===== src/rtl/bringup_csr_pkg.sv =====
`default_nettype none
// ============================================================================
// Module  : bringup_csr_pkg
// Brief   : Register index map, ID default and bit positions for bringup_csr.
// Revision: 1.0 - initial release
// ============================================================================
package bringup_csr_pkg;

    localparam logic [31:0] ID_VALUE_DEFAULT = 32'hA10B_0102;
    localparam logic [31:0] UNMAPPED_DATA    = 32'hDEAD_BEEF;

    typedef enum logic [2:0] {
        ADDR_ID      = 3'd0,
        ADDR_SCRATCH = 3'd1,
        ADDR_LED     = 3'd2,
        ADDR_CYC_LO  = 3'd3,
        ADDR_CYC_HI  = 3'd4,
        ADDR_CTRL    = 3'd5,
        ADDR_WRCNT   = 3'd6,
        ADDR_ERR     = 3'd7
    } reg_idx_e;

    localparam int CTRL_CLR_BIT     = 0;
    localparam int CTRL_EN_BIT      = 1;
    localparam int ERR_UNMAPPED_BIT = 0;
    localparam int ERR_RDWR_BIT     = 1;

    function automatic logic [31:0] byte_mask(input logic [3:0] be);
        return {{8{be[3]}}, {8{be[2]}}, {8{be[1]}}, {8{be[0]}}};
    endfunction

endpackage
`default_nettype wire


===== src/rtl/bringup_csr_cnt64.sv =====
`default_nettype none
// ============================================================================
// Module  : bringup_csr_cnt64
// Brief   : 64-bit free-running cycle counter with clear and HI-word snapshot.
// Revision: 1.0 - initial release
// ============================================================================
module bringup_csr_cnt64 (
    input  logic        clk_50,
    input  logic        sys_reset_n,
    input  logic        en,
    input  logic        clr,
    input  logic        snap,
    output logic [31:0] cnt_lo,
    output logic [31:0] cnt_hi_shadow
);

    logic [63:0] r_cnt;
    logic [31:0] r_hi_shadow;

    always_ff @(posedge clk_50 or negedge sys_reset_n) begin
        if (!sys_reset_n) begin
            r_cnt <= '0;
        end else if (clr) begin
            r_cnt <= '0;
        end else if (en) begin
            r_cnt <= r_cnt + 64'd1;
        end
    end

    // Snapshot takes the HI word present on the same edge the LO word is read.
    always_ff @(posedge clk_50 or negedge sys_reset_n) begin
        if (!sys_reset_n) begin
            r_hi_shadow <= '0;
        end else if (clr) begin
            r_hi_shadow <= '0;
        end else if (snap) begin
            r_hi_shadow <= r_cnt[63:32];
        end
    end

    assign cnt_lo        = r_cnt[31:0];
    assign cnt_hi_shadow = r_hi_shadow;

endmodule
`default_nettype wire


===== src/rtl/bringup_csr.sv =====
`default_nettype none
// ============================================================================
// Module  : bringup_csr
// Brief   : Avalon-MM bring-up CSR block (ID, scratch, LEDs, cycle counter,
//           write counter, sticky errors). BRINGUP_CSR_BYTEEN_EN enables
//           byte-lane writes to SCRATCH/LED/CTRL.
// Revision: 1.0 - initial release
// ============================================================================
module bringup_csr
    import bringup_csr_pkg::*;
#(
    parameter logic [31:0] ID_VALUE = ID_VALUE_DEFAULT,
    parameter int          ADDR_W   = 4,
    parameter int          WRCNT_W  = 16
) (
    input  logic              clk_50,
    input  logic              sys_reset_n,
    input  logic [ADDR_W-1:0] avs_address,
    input  logic              avs_read,
    input  logic              avs_write,
    input  logic [31:0]       avs_writedata,
    input  logic [3:0]        avs_byteenable,
    output logic [31:0]       avs_readdata,
    output logic              avs_readdatavalid,
    output logic              avs_waitrequest,
    output logic [1:0]        led_ctrl,
    output logic              cnt_running
);

    logic               r_waitreq;
    logic [31:0]        r_scratch;
    logic [1:0]         r_led;
    logic               r_en;
    logic [WRCNT_W-1:0] r_wrcnt;
    logic [1:0]         r_err;
    logic [31:0]        r_rdata;
    logic               r_rvalid;

    logic               w_acc_wr;
    logic               w_acc_rd;
    logic               w_acc_rdwr;
    logic               w_mapped;
    reg_idx_e           w_idx;
    logic               w_wr_scratch;
    logic               w_wr_led;
    logic               w_wr_ctrl;
    logic               w_wr_err;
    logic               w_clr;
    logic               w_snap;
    logic [31:0]        w_wmask;
    logic [1:0]         w_err_set;
    logic [1:0]         w_err_clr;
    logic [31:0]        w_rdata;
    logic [31:0]        w_cnt_lo;
    logic [31:0]        w_cnt_hi;

    // Single stall cycle out of reset, never again.
    always_ff @(posedge clk_50 or negedge sys_reset_n) begin
        if (!sys_reset_n) begin
            r_waitreq <= 1'b1;
        end else begin
            r_waitreq <= 1'b0;
        end
    end

    assign w_acc_wr   = avs_write & ~r_waitreq;
    assign w_acc_rd   = avs_read & ~avs_write & ~r_waitreq;
    assign w_acc_rdwr = avs_read & avs_write & ~r_waitreq;
    assign w_mapped   = (avs_address[ADDR_W-1:3] == '0);
    assign w_idx      = reg_idx_e'(avs_address[2:0]);

    assign w_wr_scratch = w_acc_wr & w_mapped & (w_idx == ADDR_SCRATCH);
    assign w_wr_led     = w_acc_wr & w_mapped & (w_idx == ADDR_LED);
    assign w_wr_ctrl    = w_acc_wr & w_mapped & (w_idx == ADDR_CTRL);
    assign w_wr_err     = w_acc_wr & w_mapped & (w_idx == ADDR_ERR);
    assign w_snap       = w_acc_rd & w_mapped & (w_idx == ADDR_CYC_LO);

`ifdef BRINGUP_CSR_BYTEEN_EN
    assign w_wmask = byte_mask(avs_byteenable);
`else
    logic w_unused_be;
    assign w_unused_be = &{1'b0, avs_byteenable[3:1]};
    assign w_wmask     = '1;
`endif

    assign w_clr = w_wr_ctrl & avs_writedata[CTRL_CLR_BIT] & w_wmask[CTRL_CLR_BIT];

    always_ff @(posedge clk_50 or negedge sys_reset_n) begin
        if (!sys_reset_n) begin
            r_scratch <= '0;
            r_led     <= '0;
            r_en      <= 1'b1;
        end else begin
            if (w_wr_scratch) begin
                r_scratch <= (r_scratch & ~w_wmask) | (avs_writedata & w_wmask);
            end
            if (w_wr_led) begin
                r_led <= (r_led & ~w_wmask[1:0]) | (avs_writedata[1:0] & w_wmask[1:0]);
            end
            if (w_wr_ctrl && w_wmask[CTRL_EN_BIT]) begin
                r_en <= avs_writedata[CTRL_EN_BIT];
            end
        end
    end

    always_ff @(posedge clk_50 or negedge sys_reset_n) begin
        if (!sys_reset_n) begin
            r_wrcnt <= '0;
        end else if (w_acc_wr && (r_wrcnt != '1)) begin
            r_wrcnt <= r_wrcnt + 1'b1;
        end
    end

    // ERR clears always respect byte lane 0; a coincident set wins over clear.
    always_comb begin
        w_err_set                   = '0;
        w_err_set[ERR_UNMAPPED_BIT] = (avs_read | avs_write) & ~r_waitreq & ~w_mapped;
        w_err_set[ERR_RDWR_BIT]     = w_acc_rdwr;
        w_err_clr                   = w_wr_err ? (avs_writedata[1:0] & {2{avs_byteenable[0]}}) : 2'b00;
    end

    always_ff @(posedge clk_50 or negedge sys_reset_n) begin
        if (!sys_reset_n) begin
            r_err <= '0;
        end else begin
            r_err <= (r_err & ~w_err_clr) | w_err_set;
        end
    end

    bringup_csr_cnt64 u_cnt (
        .clk_50        (clk_50),
        .sys_reset_n   (sys_reset_n),
        .en            (r_en),
        .clr           (w_clr),
        .snap          (w_snap),
        .cnt_lo        (w_cnt_lo),
        .cnt_hi_shadow (w_cnt_hi)
    );

    always_comb begin
        w_rdata = UNMAPPED_DATA;
        if (w_mapped) begin
            case (w_idx)
                ADDR_ID:      w_rdata = ID_VALUE;
                ADDR_SCRATCH: w_rdata = r_scratch;
                ADDR_LED:     w_rdata = {30'd0, r_led};
                ADDR_CYC_LO:  w_rdata = w_cnt_lo;
                ADDR_CYC_HI:  w_rdata = w_cnt_hi;
                ADDR_CTRL:    w_rdata = {30'd0, r_en, 1'b0};
                ADDR_WRCNT:   w_rdata = 32'(r_wrcnt);
                ADDR_ERR:     w_rdata = {30'd0, r_err};
                default:      w_rdata = UNMAPPED_DATA;
            endcase
        end
    end

    always_ff @(posedge clk_50 or negedge sys_reset_n) begin
        if (!sys_reset_n) begin
            r_rdata  <= '0;
            r_rvalid <= 1'b0;
        end else begin
            r_rvalid <= w_acc_rd;
            if (w_acc_rd) begin
                r_rdata <= w_rdata;
            end
        end
    end

    assign avs_readdata      = r_rdata;
    assign avs_readdatavalid = r_rvalid;
    assign avs_waitrequest   = r_waitreq;
    assign led_ctrl          = r_led;
    assign cnt_running       = r_en;

endmodule
`default_nettype wire

===== config.mk =====
export PLATFORM = sky130hd
export DESIGN_NAME = bringup_csr
export DESIGN_NICKNAME = d
export VERILOG_FILES = /design/src/rtl/bringup_csr_pkg.sv /design/src/rtl/bringup_csr_cnt64.sv /design/src/rtl/bringup_csr.sv
export SDC_FILE = /design/constraint.sdc
export NUM_CORES = 1
export LEC_CHECK = 0
export CORE_MARGIN = 8
export CORE_UTILIZATION = 50
export CTS_CLUSTER_SIZE = 8
export DETAILED_ROUTE_END_ITERATION = 12
export PLACE_DENSITY = 0.77
export SKIP_LAST_GASP = 1
export SYNTH_ARGS = -nofsm -noshare
export SYNTH_HDL_FRONTEND = slang
export SYNTH_SLANG_ARGS = --single-unit
export TNS_END_PERCENT = 100

===== constraint.sdc =====
create_clock -name clk_50 -period 2.49 [get_ports clk_50]
set_input_delay 0.249 -clock clk_50 [delete_from_list [all_inputs] [get_ports clk_50]]
set_output_delay 0.249 -clock clk_50 [all_outputs]
set_load 0.03 [all_outputs]

==> results of run 1 <==
-- area by class of cell --
class / instances / share of cell area (%)
flip-flops and latches: 183 / 41.95
well taps: 225 / 2.578
multi-input cells: 594 / 35.95
inverters: 20 / 0.6874
clock inverters: 13 / 1.524
repair buffers: 161 / 13.16
clock buffers: 19 / 4.147
-- state kept, by name (all words and copies together) (netlist names) --
name,cells
avs_readdata,32
r_err,2
r_wrcnt,16
r_scratch,32
avs_readdatavalid,1
u_cnt.r_cnt,64
cnt_running,1
u_cnt.cnt_hi_shadow,32
led_ctrl,2
avs_waitrequest,1
-- report_power, final --
part	internal, mW	total, mW	switching [mW]
Clock	1.64	2.82	1.18
Combinational	1.14	2.44	1.29
Sequential	3.60	4.18	0.582
Total	6.38	9.44	3.05
-- per-stage QoR --
stage	instance area, µm²	setup WS, ps	hold WS [ps]
5_1_grt	10920	-15.59	398.6
4_1_cts	10870	-45.82	355.2
3_5_place_dp	10200	-71.45	243.7
2_1_floorplan	8702	-281.2	-46.59
6_report	10920	54.76	329.5
3_3_place_gp	10200	-28.18	241.4
-- cells by family after synthesis --
logic type	synth area share (%)
AND/OR/NAND/NOR	16.98
XOR/XNOR	4.633
multiplexers	8.978
flip-flops	52.69
buffers and inverters	2.849
adder cells (fa/ha/maj)	0.2877
AO/OA/AOI/OAI	13.54
other	0.04312
-- cells in the mapped netlist (6+ instances only) --
cell | n | area [µm²]
nor4_1 | 10 | 62.56
nand3_1 | 30 | 150.1
o31ai_1 | 17 | 127.6
nor2_1 | 100 | 375.4
mux2i_1 | 33 | 330.3
xor2_1 | 30 | 262.8
inv_1 | 19 | 71.32
nor3_1 | 11 | 55.05
a22o_1 | 38 | 332.8
xnor2_1 | 16 | 140.1
a21oi_1 | 59 | 295.3
nand4_1 | 26 | 162.7
nand2_1 | 53 | 198.9
clkbuf_1 | 36 | 135.1
and3_1 | 8 | 50.05
buf_1 | 6 | 22.52
o21ai_0 | 27 | 135.1
a2111oi_0 | 7 | 61.31
a31oi_1 | 11 | 68.82
mux2_2 | 38 | 427.9
dfrtp_1 | 181 | 4529
or3_1 | 17 | 106.4
or4_1 | 17 | 127.6
-- path summary, 6_finish.rpt --
check	startpoint	cells after the start	to	slack, ps
min in group clk_50	avs_address[1]	3	avs_readdata[1]	410
setup reg to reg	cnt_running	8	u_cnt.r_cnt[44]	50
max in group asynchronous	sys_reset_n	3	r_wrcnt[8]	1350
hold reg to reg	avs_readdata[20]	2	avs_readdata[20]	480
hold / removal	sys_reset_n	2	r_scratch[20]	330
setup / recovery	cnt_running	8	u_cnt.r_cnt[44]	50
-- metal layers --
| layer | global-route usage, % | up-vias |
|---|---|---|
| li1 | - | 3333 |
| met5 | 0 | - |
| met3 | 4.341 | 46 |
| met1 | 29.85 | 3669 |
| met2 | 36.10 | 304 |
| met4 | 8.720 | 0 |
-- worst max-delay path: cells and delay by family, from the launching register on --
family | cells | cell delay (ps)
flops | 1 | 540
simple gates | 4 | 1090
buf+inv | 3 | 550
compound gates | 1 | 160
-- repair_timing --
item / 4_1_cts / 5_1_grt
hold buffers: 1 / 0
buffers inserted: 4 / 4
endpoints found under the setup margin: 8 / 18
resized for setup: 4 / 4
pin swaps: 7 / 2
hold endpoints to repair: 50 / 0
==> flow_summary.toml, run 1 <==
[status]
status = "finished clean"

[final_layout]
drive_gt1_share_pct = 17.47
n_antenna_cell = 0
fin_cells = 1215
final_cell_mix = "dfrtp_1, nor2_1, buf_4"
fillers = 1327
syn_to_final_growth_pct = 25.60
multiInputGateArea_mm2 = 0.003926
fin_nets = 1023
final_util_pct = 63.59
regArea_mm2 = 0.004582
final_common_cell = "dfrtp_1"

[timing]
fin_crit_ps = 2435
tns_ps = 0
min_period_over_period_pct = 97.80
finalSetupViolCount = 0
tightest_slew_ps = 529.6
hold_violations = 0
clock_skew_ps = 10.35
fmax_mhz = 410.6
slew_headroom_pct = 63.78
drv_slew = 0

[grt]
grt_overflow = 0
grt_max_degree = 63
grt_pass1_vias = 7290
grt_first_pass_wirelength_um = 39370
antenna_found_initial = 0
grt_util_all_layers_pct = 22.58

[power_and_ir_drop]
power_per_cell_area_mw_per_mm2 = 863.9
total_power_mw = 9.435
leakage_nw = 4.616
ir_worst_vdd_mv = 0.5502

[synthesis]
synth-async-reset-ratio_pct = 100.0
ys_seq_area_share_pct = 52.69
synth_edf_count = 0
synth-seq-cells = 183
synth_warnings = 0
syn_inst = 842
syn-cell-area_mm2 = 0.008696
avgSynthCellArea_um2 = 10.33
synth_fp_nets = 888
yosysUniqueCellTypes = 48
synth-main-ff-cell = "dfrtp_1"

[clock_network]
htreeDepth = 4
cts_made_buffers = 17
clk_pin_slew_worst_paths_ps = 70
tritoncts = "done"
root_buffer = "clkbuf_16"
cts_buffer_depth = 2
clkLatencyLatePin_ps = 440
clock_sinks = 183

[drt]
routed.top_layer = "met4"
avgViaCountPerCell = 6.051
wl_per_cell_um = 20.11
firstDrtPassIters = 5
wl_met2_um = 11680
drt_iter0_drc = 609
wl_met1_um = 10370
met3_length_um = 1762
antenna_left = 0
drc = 0
num_vias = 7352
drt-total-wl_um = 24430

[die]
placement_rows = 48
die_area_mm2 = 0.02187
io_pins = 81
start_util_pct = 50.63
die_y_um = 147.9
die_w_um = 147.9
core_mm2 = 0.01718

[placement]
place.gp.congestion = 0.8615
dp_hpwl_um = 17140
place.port_buffers = 77
place_inst = 1175

[setup_path]
path_cells = "buf_4 -> nand4_1 -> nor4_2 -> buf_4 -> nand3_1 -> buf_12 -> or4_1 -> a21oi_1"
crit_top_cell = "buf_4"
crit_type = "reg -> reg"
crit_path_start_kind = "flip-flop"
critPathCaptureType = "flip-flop"
worstPathMaxFanout = 21
crit_slowest_cell = "dfstp_2"
worst_path_largest_cell_delay_ps = 540
arrival_ps = 2790
critPathRequiredTime_ps = 2850

[run]
cap_violations = 0

[hold_path]
hp-class = "in -> async"
(Power assumes the default switching activity.)
==> run 2: changes to the inputs <==
Settings changed: CORE_MARGIN 8 to 1.5, TNS_END_PERCENT 100 to unset.
==> flow_summary.toml, run 2 (same netlist as run 1, synthesis figures left out) <==
[timing]
drv_slew = 0
min_period_over_period_pct = 96.79
tightest_slew_ps = 540.4
finalSetupViolCount = 0
hold_slack_ps = 348.2
tns_ps = 0
fmax_mhz = 414.9
fin_ws_ps = 79.81
clock_skew_ps = 7.986
slew_headroom_pct = 63.97
fin_crit_ps = 2410
rsz0062_at_grt = "yes"
hold_violations = 0

[final_layout]
regMostFlops = "u_cnt.r_cnt"
multiInputGateArea_mm2 = 0.003900
final_cell_mix = "dfrtp_1, nor2_1, clkdlybuf4s50_1"
fin_cells = 1206
largest_reg_flops = 64
fillers = 1329
n_antenna_cell = 0
fin_nets = 1014
regArea_mm2 = 0.004582
drive_gt1_share_pct = 16.31
final_common_cell = "dfrtp_1"
syn_to_final_growth_pct = 25.44

[clock_network]
htreeDepth = 4
clock_sinks = 183
root_buffer = "clkbuf_16"
cts_made_buffers = 17
clk_pin_slew_worst_paths_ps = 70
tritoncts = "done"
cts_buffer_depth = 2
clkLatencyLatePin_ps = 430

[setup_path]
cp-startpoint = "cnt_running"
crit_type = "reg -> reg"
crit_path_end = "u_cnt.r_cnt[63]"
r2r-end = "u_cnt.r_cnt[63]"
crit_top_cell = "or4_4"
rr_startpoint = "cnt_running"
crit_slowest_cell = "or4_4"
critPathRequiredTime_ps = 2850
rrSetupSlack_ps = 80
worst_path_largest_cell_delay_ps = 550
path_cells = "nand4_1 -> or4_4 -> or4_4 -> or4_1 -> a21oi_2"
arrival_ps = 2770
worstPathMaxFanout = 8
critPathCaptureType = "flip-flop"
r2r.worst_path.cells = 5
crit_path_start_kind = "flip-flop"

[run]
cap_violations = 0

[die]
die_y_um = 134.9
core_mm2 = 0.01712
die_area_mm2 = 0.01819
die_w_um = 134.9
io_pins = 81
start_util_pct = 50.80
placement_rows = 48

[power_and_ir_drop]
power_per_cell_area_mw_per_mm2 = 882.7
leakage_nw = 4.609
ir_worst_vdd_mv = 0.4677

[drt]
antenna_left = 0
drt-total-wl_um = 23150
wl_per_cell_um = 19.20
drt_iter0_drc = 631
wl_met1_um = 9952
firstDrtPassIters = 5
drc = 0
num_vias = 7318
routed.top_layer = "met4"
met3_length_um = 1584
wl_met2_um = 11040
avgViaCountPerCell = 6.068

[grt]
grt_max_degree = 60
grt_pass1_vias = 7145
grt_overflow = 0
grt_util_all_layers_pct = 26.69
grt_first_pass_wirelength_um = 37590
antenna_found_initial = 0

[placement]
place.port_buffers = 77
place_inst = 1172
place.gp.congestion = 0.8947
dp_hpwl_um = 16160
pre_cts_slack_ps = -13.91

[status]
status = "finished clean"

[hold_path]
hp-class = "in -> async"
-- run 2: layout make-up --
cell class | instances | share of cell area [%]
sequential | 183 | 42.00
multi-input combinational | 594 | 35.75
timing repair buffer | 152 | 12.67
clock buffer | 20 | 4.278
tap | 225 | 2.581
clock inverter | 12 | 2.019
inverter | 20 | 0.6882
-- run 2: what timing repair did --
item                                    in CTS  in global routing
buffers inserted                             0                  1
endpoints found under the setup margin       4                  7
hold buffers                                 1                  0
resized for setup                            1                  2
pin swaps                                    0                  1
endpoints found under the hold margin       52                  0
-- run 2: report_power, final --
| part | internal, mW | switching, mW | total [mW] |
|---|---|---|---|
| sequential | 3.60 | 0.606 | 4.20 |
| combinational | 1.12 | 1.22 | 2.34 |
| clock | 1.96 | 1.12 | 3.09 |
| total | 6.67 | 2.95 | 9.63 |
-- run 2: worst min path at each step --
stage                startpoint                to  slack, ps  cells past startpoint
floorplan           sys_reset_n   avs_readdata[0]        -50                      0
global placement    sys_reset_n  avs_readdata[21]        250                      1
detailed placement  sys_reset_n  avs_readdata[21]        250                      1
CTS                 sys_reset_n  avs_readdata[21]        360                      2
global route        sys_reset_n  avs_readdata[21]        390                      2
finish              sys_reset_n  avs_readdata[21]        350                      2
-- run 2: through the flow --
| step | instance area, µm² | power, mW | util [%] |
|---|---|---|---|
| finish | 10910 | 9.629 | 63.73 |
| global route | 10910 | 10.07 | 63.73 |
| CTS | 10890 | 9.626 | 63.64 |
| detailed placement | 10190 | 6.522 | 59.55 |
| floorplan | 8702 | 5.434 | - |
| global placement | 10190 | 6.437 | 59.55 |
-- run 2: per-layer routing --
| metal | GRT usage [%] | vias to the layer above |
|---|---|---|
| met5 | 0 | - |
| met4 | 9.498 | 0 |
| met3 | 4.767 | 42 |
| met2 | 42.54 | 292 |
| met1 | 36.90 | 3662 |
| li1 | - | 3322 |
-- run 2: critical path, delay by kind of cell, from the launching register on --
kind	cells	cell delay [ps]
AO/OA/AOI/OAI	1	140
flip-flops	1	530
AND/OR/NAND/NOR	4	1680
==> run 3: changes to the inputs <==
Settings changed: CORE_UTILIZATION 50 to 35, DONT_BUFFER_PORTS set to 1, PLACE_DENSITY 0.77 to 0.54.
==> flow_summary.toml, run 3 (same netlist as run 1, synthesis figures left out) <==
[setup_path]
crit_type = "reg -> reg"
critPathCaptureType = "flip-flop"
worstPathMaxFanout = 5
critPathRequiredTime_ps = 2840
arrival_ps = 2810
crit_path_start_kind = "flip-flop"

[clock_network]
htreeDepth = 4
cts_made_buffers = 17
clk_pin_slew_worst_paths_ps = 70
cts.hold.buffers_added = 34
root_buffer = "clkbuf_16"
tritoncts = "done"
cts_buffer_depth = 2
clkLatencyLatePin_ps = 430
clock_sinks = 183
cts_setup_buffers = 0

[run]
cap_violations = 0

[placement]
placed_area_mm2 = 0.009509
place_inst = 1192
place.gp.congestion = 0.7987
place.port_buffers = 0
dp_hpwl_um = 16680

[drt]
firstDrtPassIters = 5
avgViaCountPerCell = 5.490
drt_iter0_drc = 579
drt-total-wl_um = 24490
wl_per_cell_um = 19.47
num_vias = 6907
drc = 0
antenna_left = 0

[power_and_ir_drop]
leakage_nw = 4.345
ir_worst_vdd_mv = 0.5169
power_per_cell_area_mw_per_mm2 = 842.7

[grt]
grt_overflow = 0
antenna_found_initial = 0
grt_pass1_vias = 6796
grt_util_all_layers_pct = 19.60
grt_first_pass_wirelength_um = 38910
grt_max_degree = 184

[timing]
hold_violations = 183
slew_headroom_pct = 33.18
tightest_slew_ps = 998.7
rsz0062_at_grt = "yes"
clock_skew_ps = 11.66
hold_slack_ps = -485.1
finalSetupViolCount = 0
tns_ps = 0
min_period_over_period_pct = 98.87
fmax_mhz = 406.2
fin_crit_ps = 2462
drv_slew = 0

[die]
placement_rows = 57
die_area_mm2 = 0.02580
start_util_pct = 35.76
core_mm2 = 0.02432
die_y_um = 160.6
die_w_um = 160.6
io_pins = 81

[final_layout]
final_common_cell = "dfrtp_1"
regMostFlops = "u_cnt.r_cnt"
final_cell_area_mm2 = 0.01040
final_util_pct = 42.75
n_antenna_cell = 0
syn_to_final_growth_pct = 19.55
final_cell_mix = "dfrtp_1, nor2_1, buf_4"
largest_reg_flops = 64
fin_cells = 1258
fin_nets = 968
drive_gt1_share_pct = 16.38

[hold_path]
hp-class = "in -> async"

[status]
violations = "negative hold slack"
status = "complete, but fails checks"
-- run 3: cell types whose count changed in the layout (fill, tap and decap cells not counted), sizes merged --
cell,before,now
clkinv,5,8
bufinv,6,0
dlygate4sd3,1,34
clkbuf,20,18
clkdlybuf4s50,75,0
buf,76,71
inv,20,24
or4,17,18
-- run 3: stage by stage --
step | power (mW) | setup slack (ps)
floorplan | 5.434 | -281.2
global placement | 6.205 | -49.54
detailed placement | 6.248 | -107.1
CTS | 8.806 | 18.96
global route | 9.231 | -19.80
finish | 8.761 | 28.04
-- run 3: worst max-delay path, cell delays in order, from the launching register on --
cell and delay [ps]:
dfstp_2 550, nand4_1 130, or4_4 480, or4_4 540, or4_1 520, a21oi_1 160
-- run 3: worst paths after layout --
| path | slack [ps] | start | to | cells after the start |
|---|---|---|---|---|
| setup / recovery | 30 | cnt_running | u_cnt.r_cnt[63] | 5 |
| hold / removal | -490 | sys_reset_n | avs_readdata[19] | 0 |
| setup reg to reg | 30 | cnt_running | u_cnt.r_cnt[63] | 5 |
| hold reg to reg | 500 | r_err[1] | r_err[1] | 1 |
| max in group asynchronous | 2660 | sys_reset_n | cnt_running | 0 |
| min in group clk_50 | 20 | avs_writedata[1] | r_err[1] | 2 |
-- run 3: where the power goes --
group / internal (mW) / total (mW) / switching, mW
clock: 1.29 / 2.49 / 1.20
sequential: 3.59 / 4.36 / 0.772
combinational: 0.965 / 1.91 / 0.943
total: 5.84 / 8.76 / 2.92
-- run 3: per-layer routing --
layer / track usage (%) / wire length (µm) / part of all wire [%]
met5: 0 / 0 / 0
met4: 5.013 / 340 / 1.4
met3: 3.538 / 1120 / 4.6
met2: 31.15 / 11430 / 47
met1: 27.60 / 11600 / 47
-- run 3: what timing repair did --
action                     4_1_cts  5_1_grt
pin swaps                        0        1
resized for setup                2        1
setup endpoints to repair        5       10
cloned                           0        1
hold endpoints to repair       229      183
-- run 3: final cells by class --
cell class / instances / area [µm²]
inverters: 20 / 75.07
flip-flops and latches: 183 / 4582
clock inverters: 13 / 97.59
repair buffers: 105 / 902.1
multi-input cells: 595 / 3905
clock buffers: 18 / 429.2
fillers: 2305 / 13920
well taps: 324 / 405.4
